## src/rtl/multicycle_control_unit.sv

```systemverilog
// Main control FSM and ALU decoder for a multicycle RV32I core (lw, sw, R/I ALU, beq, jal).
// Moore control word is registered alongside the state; pc_write, imm_src and alu_control use live inputs.
module multicycle_control_unit #(
  parameter int CNT_W = 32
) (
  input  logic             clk,
  input  logic             rst_n,
  input  logic [6:0]       opcode,
  input  logic [2:0]       funct3,
  input  logic             funct7b5,
  input  logic             zero,
  output logic             pc_write,
  output logic             adr_src,
  output logic             mem_write,
  output logic             ir_write,
  output logic             reg_write,
  output logic [1:0]       result_src,
  output logic [1:0]       alu_src_a,
  output logic [1:0]       alu_src_b,
  output logic [1:0]       imm_src,
  output logic [3:0]       alu_control,
  output logic             instr_done,
  output logic             illegal,
  output logic [CNT_W-1:0] instret
);

  localparam logic [6:0] OP_LW   = 7'b0000011;
  localparam logic [6:0] OP_SW   = 7'b0100011;
  localparam logic [6:0] OP_R    = 7'b0110011;
  localparam logic [6:0] OP_I    = 7'b0010011;
  localparam logic [6:0] OP_BEQ  = 7'b1100011;
  localparam logic [6:0] OP_JAL  = 7'b1101111;

  localparam logic [3:0] ALU_AND = 4'b0000;
  localparam logic [3:0] ALU_OR  = 4'b0001;
  localparam logic [3:0] ALU_ADD = 4'b0010;
  localparam logic [3:0] ALU_SUB = 4'b0110;
  localparam logic [3:0] ALU_SLT = 4'b0111;

  localparam logic [1:0] AOP_ADD = 2'b00;
  localparam logic [1:0] AOP_SUB = 2'b01;
  localparam logic [1:0] AOP_FN  = 2'b10;

  typedef enum logic [3:0] {
    S_FETCH,
    S_DECODE,
    S_MEMADR,
    S_MEMREAD,
    S_MEMWB,
    S_MEMWRITE,
    S_EXECR,
    S_EXECI,
    S_ALUWB,
    S_BEQ,
    S_JAL,
    S_ILLEGAL
  } state_t;

  typedef struct packed {
    logic       pc_update;
    logic       branch;
    logic       adr_src;
    logic       mem_write;
    logic       ir_write;
    logic       reg_write;
    logic [1:0] result_src;
    logic [1:0] alu_src_a;
    logic [1:0] alu_src_b;
    logic [1:0] alu_op;
    logic       instr_done;
    logic       illegal;
  } ctrl_t;

  state_t           state_reg;
  state_t           state_next;
  ctrl_t            ctrl_reg;
  logic [CNT_W-1:0] instret_reg;
  logic             alu_f3_ok;

  function automatic ctrl_t decode_ctrl(input state_t s);
    ctrl_t c;
    c = '0;
    case (s)
      S_FETCH: begin
        c.ir_write   = 1'b1;
        c.alu_src_b  = 2'b10;
        c.result_src = 2'b10;
        c.pc_update  = 1'b1;
      end
      S_DECODE: begin
        c.alu_src_a = 2'b01;
        c.alu_src_b = 2'b01;
      end
      S_MEMADR: begin
        c.alu_src_a = 2'b10;
        c.alu_src_b = 2'b01;
      end
      S_MEMREAD: c.adr_src = 1'b1;
      S_MEMWB: begin
        c.result_src = 2'b01;
        c.reg_write  = 1'b1;
        c.instr_done = 1'b1;
      end
      S_MEMWRITE: begin
        c.adr_src    = 1'b1;
        c.mem_write  = 1'b1;
        c.instr_done = 1'b1;
      end
      S_EXECR: begin
        c.alu_src_a = 2'b10;
        c.alu_op    = AOP_FN;
      end
      S_EXECI: begin
        c.alu_src_a = 2'b10;
        c.alu_src_b = 2'b01;
        c.alu_op    = AOP_FN;
      end
      S_ALUWB: begin
        c.reg_write  = 1'b1;
        c.instr_done = 1'b1;
      end
      S_BEQ: begin
        c.alu_src_a  = 2'b10;
        c.alu_op     = AOP_SUB;
        c.branch     = 1'b1;
        c.instr_done = 1'b1;
      end
      S_JAL: begin
        c.alu_src_a = 2'b01;
        c.alu_src_b = 2'b10;
        c.pc_update = 1'b1;
      end
      S_ILLEGAL: c.illegal = 1'b1;
      default: c = '0;
    endcase
    return c;
  endfunction

  assign alu_f3_ok = (funct3 == 3'b000) || (funct3 == 3'b010) ||
                     (funct3 == 3'b110) || (funct3 == 3'b111);

  always_comb begin
    state_next = state_reg;
    case (state_reg)
      S_FETCH:  state_next = S_DECODE;
      S_DECODE: begin
        case (opcode)
          OP_LW, OP_SW: state_next = S_MEMADR;
          OP_R:         state_next = alu_f3_ok ? S_EXECR : S_ILLEGAL;
          OP_I:         state_next = alu_f3_ok ? S_EXECI : S_ILLEGAL;
          OP_BEQ:       state_next = (funct3 == 3'b000) ? S_BEQ : S_ILLEGAL;
          OP_JAL:       state_next = S_JAL;
          default:      state_next = S_ILLEGAL;
        endcase
      end
      S_MEMADR:   state_next = (opcode == OP_LW) ? S_MEMREAD : S_MEMWRITE;
      S_MEMREAD:  state_next = S_MEMWB;
      S_MEMWB:    state_next = S_FETCH;
      S_MEMWRITE: state_next = S_FETCH;
      S_EXECR:    state_next = S_ALUWB;
      S_EXECI:    state_next = S_ALUWB;
      S_ALUWB:    state_next = S_FETCH;
      S_BEQ:      state_next = S_FETCH;
      S_JAL:      state_next = S_ALUWB;
      S_ILLEGAL:  state_next = S_ILLEGAL;
      default:    state_next = S_FETCH;
    endcase
  end

  // The control word is computed from the next state so it lines up with the state register.
  always_ff @(posedge clk or negedge rst_n) begin
    if (!rst_n) begin
      state_reg   <= S_FETCH;
      ctrl_reg    <= decode_ctrl(S_FETCH);
      instret_reg <= '0;
    end else begin
      state_reg <= state_next;
      ctrl_reg  <= decode_ctrl(state_next);
      if (ctrl_reg.instr_done) begin
        instret_reg <= instret_reg + {{(CNT_W-1){1'b0}}, 1'b1};
      end
    end
  end

  // The control word resets to FETCH values, so enables are masked while reset is held.
  assign pc_write   = rst_n & (ctrl_reg.pc_update | (ctrl_reg.branch & zero));
  assign mem_write  = rst_n & ctrl_reg.mem_write;
  assign ir_write   = rst_n & ctrl_reg.ir_write;
  assign reg_write  = rst_n & ctrl_reg.reg_write;
  assign adr_src    = ctrl_reg.adr_src;
  assign result_src = ctrl_reg.result_src;
  assign alu_src_a  = ctrl_reg.alu_src_a;
  assign alu_src_b  = ctrl_reg.alu_src_b;
  assign instr_done = ctrl_reg.instr_done;
  assign illegal    = ctrl_reg.illegal;
  assign instret    = instret_reg;

  always_comb begin
    imm_src = 2'b00;
    case (opcode)
      OP_SW:   imm_src = 2'b01;
      OP_BEQ:  imm_src = 2'b10;
      OP_JAL:  imm_src = 2'b11;
      default: imm_src = 2'b00;
    endcase
  end

  always_comb begin
    alu_control = ALU_ADD;
    case (ctrl_reg.alu_op)
      AOP_ADD: alu_control = ALU_ADD;
      AOP_SUB: alu_control = ALU_SUB;
      default: begin
        case (funct3)
          3'b000:  alu_control = ((opcode == OP_R) && funct7b5) ? ALU_SUB : ALU_ADD;
          3'b010:  alu_control = ALU_SLT;
          3'b110:  alu_control = ALU_OR;
          3'b111:  alu_control = ALU_AND;
          default: alu_control = ALU_ADD;
        endcase
      end
    endcase
  end

endmodule

```

## config.mk

```make
export PLATFORM = sky130hd
export DESIGN_NAME = multicycle_control_unit
export DESIGN_NICKNAME = d
export VERILOG_FILES = /design/src/rtl/multicycle_control_unit.sv
export SDC_FILE = /design/constraint.sdc
export NUM_CORES = 1
export LEC_CHECK = 0
export ABC_AREA = 1
export CAP_MARGIN = 20
export CORE_UTILIZATION = 53
export CTS_CLUSTER_DIAMETER = 150
export DETAILED_ROUTE_END_ITERATION = 7
export PLACE_DENSITY_LB_ADDON = 0.05
export SETUP_SLACK_MARGIN = 0.02
export SLEW_MARGIN = 5
export SYNTH_ARGS = -nofsm -noshare
export SYNTH_HDL_FRONTEND = slang
export SYNTH_SLANG_ARGS = --single-unit
```

## constraint.sdc

```tcl
create_clock -name clk -period 3.8 [get_ports clk]
set_clock_uncertainty 0.2 [all_clocks]
set_input_delay 0.76 -clock clk [delete_from_list [all_inputs] [get_ports clk]]
set_output_delay 0.76 -clock clk [all_outputs]
set_load 0.05 [all_outputs]
```

==> results of run 1 <==
[placed cells by master, fill, tap and decap left out, types with 2 or more instances in the layout]
cell	netlist	layout
sky130_fd_sc_hd__inv_1	40	40
sky130_fd_sc_hd__o21ai_1	2	2
sky130_fd_sc_hd__nand3_1	19	19
sky130_fd_sc_hd__xor2_1	21	21
sky130_fd_sc_hd__clkbuf_8	0	5
sky130_fd_sc_hd__xnor2_1	10	10
sky130_fd_sc_hd__clkdlybuf4s50_1	0	59
sky130_fd_sc_hd__nor3_1	5	5
sky130_fd_sc_hd__o21ai_0	2	2
sky130_fd_sc_hd__dfrtp_1	48	48
sky130_fd_sc_hd__clkinv_2	0	2
sky130_fd_sc_hd__a21oi_1	4	4
sky130_fd_sc_hd__nand2_2	2	2
sky130_fd_sc_hd__nand4_1	7	7
sky130_fd_sc_hd__buf_4	7	4
sky130_fd_sc_hd__nor2_1	40	40
sky130_fd_sc_hd__nand3_2	4	4
sky130_fd_sc_hd__nor2_2	7	7
sky130_fd_sc_hd__dfstp_2	3	3
sky130_fd_sc_hd__nand2_1	66	66
sky130_fd_sc_hd__inv_2	9	9
sky130_fd_sc_hd__nor2_4	3	3
[cell families after synthesis]
group           count (synthesis)  synth area share, %
other cells                     1               0.1414
xor+xnor                       31                10.24
buf+inv                        57                9.060
flops                          51                48.28
compound gates                 12                2.549
simple gates                  160                29.26
fa+ha+maj                       1               0.4718
[path summary, 6_finish.rpt]
check	endpoint	from	cells after the start
setup / recovery	alu_control[2]	opcode[3]	9
hold / removal	state_reg[0]$_DFF_PN0_	rst_n	1
setup reg to reg	instret[30]$_DFFE_PN0P_	instret[0]$_DFFE_PN0P_	10
hold reg to reg	instret[31]$_DFFE_PN0P_	instret[31]$_DFFE_PN0P_	1
max in group asynchronous	instret[17]$_DFFE_PN0P_	rst_n	2
min in group clk	instret[31]$_DFFE_PN0P_	instret[31]$_DFFE_PN0P_	1
[layer usage]
metal  GRT usage, %  wire length (µm)  vias to the layer above  share of wire, %
met4          8.715                68                        0               1.3
li1               -                 -                     1095                 -
met5              0                 0                        -                 0
met2          39.46              2711                       53                52
met1          24.62              2211                      989                43
met3          4.006               173                        6               3.4
[metrics by stage]
stage,utilization [%],total power [mW]
after floorplan,-,1.332
after global placement,70.00,1.553
after detailed placement,70.00,1.559
after CTS,71.84,1.874
after global routing,71.84,1.964
final,71.84,1.857
[cell type report]
cell class | instances | area (µm²)
Fill cell | 414 | 1339
Sequential cell | 51 | 1280
Multi-Input combinational cell | 205 | 1131
Timing Repair Buffer | 65 | 645.6
Inverter | 50 | 187.7
Tap cell | 67 | 83.83
Clock buffer | 5 | 68.82
Clock inverter | 3 | 18.77
[power by group]
part	internal [mW]	switching, mW	total, mW
logic	0.252	0.546	0.798
clock network	0.130	0.181	0.311
registers	0.657	0.0913	0.748
==> results.txt, run 1 <==
----------------------------------------------------
[Critical path]
  Data required time at the worst endpoint ... 2.84 ns
  R2R setup slack ... 1.94 ns
  List of cells traversed by the critical path ... clkdlybuf4s50_1 > nor2_1 > nand3_1 > nor2_1 > nand2_1 > a211oi_1 > nand2_1 > o21ai_0 > buf_12
  Category of cells accounting for the largest share of critical-path delay ... buffers and inverters
  Start-to-end type of the worst setup path ... input port to output port
  Slowest stage cell on the critical path ... sky130_fd_sc_hd__clkdlybuf4s50_1
  Capturing element type of the critical path ... output port
  Worst EP arrival ... 2.30 ns
  Startpoint class of the critical path ... input port
  Bufs and invs on worst path ... 2
  Worst Path Max Fanout ... 3
  Largest stage delay on the critical path ... 0.43 ns

[Placement]
  Area after DPL ... between 3000 and 4000 µm²
  Worst setup timing slack at the placement stage ... around 0.54 ns
  Weighted congestion at the end of routability-driven global placement ... 0.9275
  Number of cells in the design after placement ... 438
  Detailed-placement wirelength estimate ... roughly 4100 µm
  Count of buffers from port buffering ... 63

[Finish]
  Number of standard cells in the layout, taps in and fillers out ... 446
  Finished Cell Area ... 3416 µm²
  Final layout net count ... 393
  Number of flip-flops under the largest register name ... 32
  Layout cell share with drive strength beyond 1 ... 12.40%
  Antenna diode instance count ... 0
  Area overhead of the layout relative to synthesis ... 28.83%

[Route]
  First-pass detailed-route iteration total ... 4
  Count of nets left with antenna violations after detail routing ... 0
  Via/cell ratio ... 4.805
  Aggregate routed wire length ... between 5000 and 6000 µm
  Via count ... around 2100
  DRC violation count after routing ... 0
  Count of routing violations after the opening detailed-route iteration ... 80
  DR WL/cell ... about 12 µm

[Synthesis]
  Largest area contributor in the synthesized netlist ... sky130_fd_sc_hd__dfrtp_1
  Flip-flop and latch count after synthesis ... between 50 and 60
  Fraction of the yosys area taken by sequential cells ... 48.28%
  Post-synth top cells ... sky130_fd_sc_hd__nand2_1, sky130_fd_sc_hd__dfrtp_1, sky130_fd_sc_hd__inv_1, sky130_fd_sc_hd__nor2_1, sky130_fd_sc_hd__xor2_1
  Number of synthesized flops with an enable pin ... 0
  Syn_area_per_cell ... 8.471 µm²
  Count of distinct cell types in the synthesized netlist ... 33
  Area of the mapped netlist ... 2651 µm²
  Count of warnings emitted by yosys ... 0
  Most common flop cell mapped by yosys ... sky130_fd_sc_hd__dfrtp_1
  Area share of the leading cell type in the synthesized netlist ... 45.30%
  Share of async-settable or async-resettable flops after synthesis ... 100.0%
  Number of instances in the synthesized netlist ... between 300 and 400
  Most frequent cell after synthesis ... sky130_fd_sc_hd__nand2_1
  Leading post-synthesis cells by cell area ... sky130_fd_sc_hd__dfrtp_1, sky130_fd_sc_hd__nand2_1, sky130_fd_sc_hd__xor2_1
  Net Count, Synth ... roughly 330

[Floorplanning]
  Die Width ... 72.73 µm
  Area inside the core boundary ... 4755 µm²
  Starting utilization of the core area ... 55.76%
  Count of standard-cell rows ... 25
  Floorplan die area ... 5289 µm²
  Die Y ... 72.73 µm
  Top Ports ... 65

[Worst hold path]
  Worst min path class ... input port to asynchronous set/reset pin

[Clock network]
  Post-CTS Setup Repair Bufs ... 0
  Clock tree root buffer cell ... sky130_fd_sc_hd__clkbuf_8
  Maximum clock path buffer count ... 2
  TritonCTS clock tree ... built
  Number of buffers created by CTS ... 5
  CTS Sinks ... 51
  Clock-pin transition on the worst setup and hold timing paths ... 0.10 ns
  Resized Gates After CTS ... 0
  Worst-Skew Late Latency ... 0.30 ns
  # H-tree levels ... 2
  Count of hold buffers inserted by post-cts repair ... 0

[Global route]
  Via count of the first global-routing pass ... 2084
  Antenna violations before repair ... 0
  Wire length of the first global-routing pass ... 8797 µm
  Largest net degree at the start of global routing ... 34
  Global route total overflow ... 0
  All-Layer GR Usage ... 21.53%

[STA]
  Worst hold margin ... 0.1667 ns
  Highest clock rate ... 306.4 MHz
  Final setup slack of the worst path ... 0.5367 ns
  Final period demand of the worst path ... 3.263 ns
  Final setup viols ... 0
  Final Cycle Share ... 85.88%
  Fin Setup TNS ... 0 ns
  Number of failing hold endpoints at the final stage ... 0
  Headroom to the max-slew limit ... 65.82%
  Unrepaired setup endpoints after global routing ... no
  Final slew viol count ... 0
  Slew at the pin closest to its max-slew limit ... 0.5110 ns

[Job]
  MaxCap Viol Count ... 0

[Power and ir drop]
  Peak ir drop on the vdd network ... 387.0 µV
  Power per standard cell area ... 543.7 nW/µm²
  Static Leak ... 1.708 nW

[Run status]
  Result of the run ... complete, no violations

----------------------------------------------------
No activity file was read; power rests on OpenSTA's default activity.
==> inputs of run 2 (changes only) <==
Settings changed: MAX_ROUTING_LAYER from default to met4.
==> run 2 against run 1 <==
Count of clock-buffer cells in the layout increased by 2. Wire length grew 1.6%. Clock power increased by 6%. Largest power group unchanged. Hold slack got worse by 0.041 ns.
==> results.txt, run 2 (synthesis results as in run 1) <==
----------------------------------------------------
[Critical path]
  Endpoint of the worst register-to-register path ... instret[30]$_DFFE_PN0P_
  Startpoint class of the critical path ... input port
  Launch instance of the worst register-to-register path ... instret[0]$_DFFE_PN0P_
  Category of cells accounting for the largest share of critical-path delay ... buffers and inverters
  R2R setup slack ... about 1.9 ns
  Worst Path Max Fanout ... 3
  Cell depth of the worst flop-to-flop path ... 10
  Worst EP arrival ... 2.36 ns
  Critical path endpoint ... alu_control[2]
  Crit path launch ... opcode[3]
  List of cells traversed by the critical path ... clkdlybuf4s50_1 > nor2_1 > nand3_1 > nor2_1 > nand2_1 > a211oi_1 > nand2_1 > o21ai_0 > buf_12
  Start-to-end type of the worst setup path ... input port to output port
  Data required time at the worst endpoint ... ~2.8 ns
  Logic depth of the worst setup path including buffers ... 9
  Capturing element type of the critical path ... output port
  Largest stage delay on the critical path ... 0.43 ns
  Slowest stage cell on the critical path ... sky130_fd_sc_hd__clkdlybuf4s50_1
  Bufs and invs on worst path ... 2

[Power and ir drop]
  Static Leak ... 1.713 nW
  Power per standard cell area ... 547.7 nW/µm²
  Portion of total power attributed to combinational logic ... between 40% and 50%
  Switching power as a share of total power ... a little over two fifths
  Power after layout ... 1.881 mW
  Internal Dissipation ... 1.059 mW
  Fraction of power consumed by the clock network ... 17.5%
  Net load switching power ... between 0.8 and 0.9 mW
  Share of power burned in registers ... between 30% and 40%
  Peak ir drop on the vdd network ... around 390 µV

[Floorplanning]
  Top Ports ... 65
  Count of standard-cell rows ... 25
  Die Width ... between 70 and 80 µm
  Floorplan die area ... 5289 µm²
  Starting utilization of the core area ... between 50 and 60%
  Die Y ... around 73 µm
  Area inside the core boundary ... 4755 µm²

[Clock network]
  Post-CTS Setup Repair Bufs ... 0
  Clock tree root buffer cell ... sky130_fd_sc_hd__clkbuf_8
  Resized Gates After CTS ... 0
  Count of hold buffers inserted by post-cts repair ... 0
  Maximum clock path buffer count ... 2
  Clock-pin transition on the worst setup and hold timing paths ... ~0.09 ns
  CTS Sinks ... 51
  Worst-Skew Late Latency ... 0.30 ns
  Number of buffers created by CTS ... 5
  TritonCTS clock tree ... built
  # H-tree levels ... 2

[Global route]
  Global route total overflow ... 0
  Via count of the first global-routing pass ... 1965
  Largest net degree at the start of global routing ... 24
  Wire length of the first global-routing pass ... around 8800 µm
  All-Layer GR Usage ... 22.21%
  Antenna violations before repair ... 1

[Job]
  MaxCap Viol Count ... 0

[Placement]
  Weighted congestion at the end of routability-driven global placement ... 0.9491
  Detailed-placement wirelength estimate ... 4111 µm
  Count of buffers from port buffering ... 63
  Area after DPL ... 3336 µm²

[Worst hold path]
  Worst min path class ... input port to asynchronous set/reset pin

[STA]
  Worst hold margin ... 0.1253 ns
  Final slew viol count ... 0
  Final period demand of the worst path ... approximately 3.3 ns
  Final Cycle Share ... 87.43%
  Headroom to the max-slew limit ... 65.43%
  Slew at the pin closest to its max-slew limit ... 0.5170 ns
  Unrepaired setup endpoints after global routing ... no
  Highest clock rate ... roughly 300 MHz
  Fin Setup TNS ... 0 ns
  Number of failing hold endpoints at the final stage ... 0
  Final setup viols ... 0

[Finish]
  Final layout net count ... between 300 and 400
  Number of flip-flops under the largest register name ... 32
  Most frequent cells in the layout ... sky130_fd_sc_hd__nand2_1, sky130_fd_sc_hd__clkdlybuf4s50_1, sky130_fd_sc_hd__dfrtp_1
  Most frequent standard cell in the layout excluding fill and tap cells ... sky130_fd_sc_hd__nand2_1
  Sequential cell area in the final layout ... 1280 µm²
  Area of the multi-input gates ... 1131 µm²
  FILL cells ... 394
  Area overhead of the layout relative to synthesis ... 29.49%
  Layout cell share with drive strength beyond 1 ... 12.37%
  Finished Cell Area ... about 3400 µm²

[Route]
  Count of nets left with antenna violations after detail routing ... 0
  DRC violation count after routing ... 0
  DR WL/cell ... 11.72 µm
  Via count ... 2142
  Via/cell ratio ... approximately 4.8
  Count of routing violations after the opening detailed-route iteration ... 119
  Aggregate routed wire length ... 5249 µm
  First-pass detailed-route iteration total ... 4

[Run status]
  Result of the run ... complete, no violations

----------------------------------------------------
==> run 2: power by group through the flow <==
stage	combinational (mW)	sequential (mW)	clock (mW)
6_report	0.801	0.750	0.330
5_1_grt	0.864	0.764	0.356
4_1_cts	0.805	0.749	0.340
3_5_place_dp	0.802	0.760	0
3_3_place_gp	0.799	0.759	0
2_1_floorplan	0.458	0.875	0
==> run 2: how the worst min path moves through the flow <==
| stage | from | endpoint | slack, ns | cells past startpoint |
|---|---|---|---|---|
| finish | rst_n | alu_src_a[0]$_DFF_PN0_ | 0.13 | 1 |
| global route | rst_n | alu_src_b[0]$_DFF_PN0_ | 0.13 | 1 |
| CTS | rst_n | ctrl_reg[14]$_DFF_PN0_ | 0.12 | 1 |
| detailed placement | instret[31]$_DFFE_PN0P_ | instret[31]$_DFFE_PN0P_ | 0.27 | 1 |
| global placement | instret[31]$_DFFE_PN0P_ | instret[31]$_DFFE_PN0P_ | 0.26 | 1 |
| floorplan | rst_n | adr_src$_DFF_PN0_ | 0.26 | 0 |
==> run 2: stage by stage <==
step                      utilization (%)  cells  setup WS (ns)
after global placement              70.16    439         0.5768
after CTS                           72.16    447         0.4570
final                               72.21    448         0.4778
after global routing                72.21    448         0.2729
after detailed placement            70.16    439         0.4641
after floorplan                         -    313         0.8990
==> run 2: metal layers <==
| layer | vias to the layer above | global-route usage, % | part of all wire [%] |
|---|---|---|---|
| met4 | 0 | 8.061 | 1.3 |
| met3 | 9 | 4.144 | 3.4 |
| li1 | 1093 | - | - |
| met1 | 989 | 26.31 | 44 |
| met2 | 51 | 37.80 | 51 |
| met5 | - | - | 0 |
==> run 2: final cells by class <==
type | count | share of cell area [%]
Multi-Input combinational cell | 205 | 32.94
Tap cell | 67 | 2.442
Inverter | 50 | 5.466
Antenna cell | 1 | 0.07289
Clock inverter | 1 | 0.2551
Clock buffer | 7 | 2.515
Timing Repair Buffer | 66 | 19.02
Sequential cell | 51 | 37.28
==> inputs of run 3 (changes only) <==
Settings changed: CORE_UTILIZATION 53 to 55, CTS_BUF_LIST from default to sky130_fd_sc_hd__clkbuf_8.
==> run 3 against run 2 <==
Final cell count fell by 3.8%. Highest routed layer unchanged. Maximum frequency rose by 1.2%. Hold slack improved by 0.023 ns. Via count rose by 3.9%. Setup slack improved by 0.041 ns. Combinational power rose by 1%. Largest power group unchanged. Largest cell class unchanged. Design area fell by 0.18%. Count of clock-buffer cells in the layout fell by 1. Global-route usage rose by 2.5 points. Sequential share of layout area rose by 0.068 points. Critical endpoint unchanged.
==> results.txt, run 3 (synthesis results as in run 1) <==
----------------------------------------------------
[STA]
  Number of failing hold endpoints at the final stage ... 0
  Final period demand of the worst path ... 3.281 ns
  Fin Setup TNS ... 0 ns
  Final Cycle Share ... 86.35%
  Unrepaired setup endpoints after global routing ... no
  Final slew viol count ... 0
  Highest clock rate ... 304.8 MHz
  Slew at the pin closest to its max-slew limit ... 0.5273 ns
  Headroom to the max-slew limit ... 64.73%
  Final setup viols ... 0

[Critical path]
  Endpoint of the worst register-to-register path ... instret[30]$_DFFE_PN0P_
  Logic depth of the worst setup path including buffers ... 9
  Category of cells accounting for the largest share of critical-path delay ... buffers and inverters
  Largest stage delay on the critical path ... 0.45 ns
  Cell depth of the worst flop-to-flop path ... 10
  Worst Path Max Fanout ... 3
  R2R setup slack ... 1.89 ns
  Capturing element type of the critical path ... output port
  Worst EP arrival ... 2.32 ns
  Bufs and invs on worst path ... 2
  Data required time at the worst endpoint ... ~2.8 ns
  List of cells traversed by the critical path ... clkdlybuf4s50_1 > nor2_1 > nand3_1 > nor2_1 > nand2_1 > a211oi_1 > nand2_1 > o21ai_0 > buf_12
  Startpoint class of the critical path ... input port
  Launch instance of the worst register-to-register path ... instret[0]$_DFFE_PN0P_
  Start-to-end type of the worst setup path ... input port to output port
  Slowest stage cell on the critical path ... sky130_fd_sc_hd__clkdlybuf4s50_1

[Floorplanning]
  Die Y ... 71.43 µm
  Top Ports ... 65
  Starting utilization of the core area ... between 50 and 60%
  Area inside the core boundary ... 4504 µm²
  Die Width ... 71.43 µm
  Count of standard-cell rows ... 24
  Floorplan die area ... 5102 µm²

[Finish]
  Finished Cell Area ... ~3400 µm²
  Antenna diode instance count ... 0
  End-of-flow core utilization ... 76.08%
  Most frequent standard cell in the layout excluding fill and tap cells ... sky130_fd_sc_hd__nand2_1
  Number of flip-flops under the largest register name ... 32
  Final layout net count ... 393
  Layout cell share with drive strength beyond 1 ... approximately 12%
  Number of standard cells in the layout, taps in and fillers out ... 431
  Most frequent cells in the layout ... sky130_fd_sc_hd__nand2_1, sky130_fd_sc_hd__clkdlybuf4s50_1, sky130_fd_sc_hd__dfrtp_1
  Area overhead of the layout relative to synthesis ... 29.26%

[Route]
  Count of routing violations after the opening detailed-route iteration ... 104
  Aggregate routed wire length ... 5475 µm
  Count of nets left with antenna violations after detail routing ... 0
  Via count ... 2225
  DRC violation count after routing ... 0
  Via/cell ratio ... 5.162
  DR WL/cell ... roughly 13 µm
  First-pass detailed-route iteration total ... 5

[Run status]
  Result of the run ... complete, no violations

[Clock network]
  Resized Gates After CTS ... 0
  CTS Sinks ... 51
  Maximum clock path buffer count ... 2
  Clock tree root buffer cell ... sky130_fd_sc_hd__clkbuf_8
  Number of buffers created by CTS ... 5
  Clock-pin transition on the worst setup and hold timing paths ... ~0.08 ns
  # H-tree levels ... 2
  Post-CTS Setup Repair Bufs ... 0
  Count of hold buffers inserted by post-cts repair ... 0
  TritonCTS clock tree ... built
  Worst-Skew Late Latency ... between 0.3 and 0.4 ns

[Global route]
  Global Route met1 Usage ... 27.84%
  Wire length of the first global-routing pass ... 9432 µm
  Antenna violations before repair ... 0
  Global Route met2 Usage ... between 40 and 50%
  Largest net degree at the start of global routing ... 33
  Via count of the first global-routing pass ... 2158
  All-Layer GR Usage ... 24.72%
  Global route total overflow ... 0
  Met3 Track Usage GR ... under 10%
  Most Used Layer, Global Route ... met2

[Placement]
  Count of buffers from port buffering ... 63
  Weighted congestion at the end of routability-driven global placement ... approximately 0.92
  Number of cells in the design after placement ... between 400 and 500
  Detailed-placement wirelength estimate ... 4320 µm
  Area after DPL ... 3309 µm²

[Power and ir drop]
  Net load switching power ... 0.8241 mW
  Power per standard cell area ... between 500 and 600 nW/µm²
  Peak ir drop on the vdd network ... 448.9 µV
  Static Leak ... roughly 1.7 nW
  Internal Dissipation ... 1.123 mW
  Fraction of power consumed by the clock network ... 19.8%
  Share of power burned in registers ... about two fifths
  Portion of total power attributed to combinational logic ... a little over two fifths
  Switching power as a share of total power ... around 42%

[Job]
  MaxCap Viol Count ... 0

[Worst hold path]
  Worst min path class ... input port to asynchronous set/reset pin

----------------------------------------------------
==> run 3: worst max-delay path by stage <==
stage	start	to	slack [ns]
2_1_floorplan	opcode[3]	alu_control[2]	0.90
3_3_place_gp	opcode[3]	alu_control[2]	0.59
3_5_place_dp	opcode[3]	alu_control[2]	0.54
4_1_cts	opcode[3]	alu_control[2]	0.54
5_1_grt	opcode[1]	alu_control[2]	0.35
6_report	opcode[3]	alu_control[2]	0.52
==> run 3: power by group through the flow <==
stage	clock (mW)	sequential, mW	combinational [mW]
floorplan	0	0.875	0.458
global placement	0	0.759	0.799
detailed placement	0	0.764	0.808
CTS	0.395	0.752	0.812
global route	0.414	0.765	0.879
finish	0.386	0.751	0.810
==> run 3: per-stage QoR <==
stage / power [mW] / setup slack (ns) / hold WS (ns)
finish: 1.947 / 0.5187 / 0.1480
global placement: 1.558 / 0.5924 / 0.2548
global route: 2.058 / 0.3491 / 0.1648
floorplan: 1.332 / 0.8990 / 0.2644
detailed placement: 1.572 / 0.5419 / 0.2652
CTS: 1.960 / 0.5361 / 0.1514
==> run 3: cell type report <==
type	instances	area, µm²
clock buffers	6	82.58
repair buffers	65	645.6
multi-input cells	205	1131
fillers	332	1077
well taps	52	65.06
flip-flops and latches	51	1280
inverters	50	187.7
clock inverters	2	35.03
==> run 3: routing by layer <==
| metal | wire (µm) | part of all wire, % |
|---|---|---|
| met4 | 141 | 2.6 |
| met1 | 2297 | 42 |
| met2 | 2804 | 51 |
| met3 | 231 | 4.2 |
| met5 | 0 | 0 |
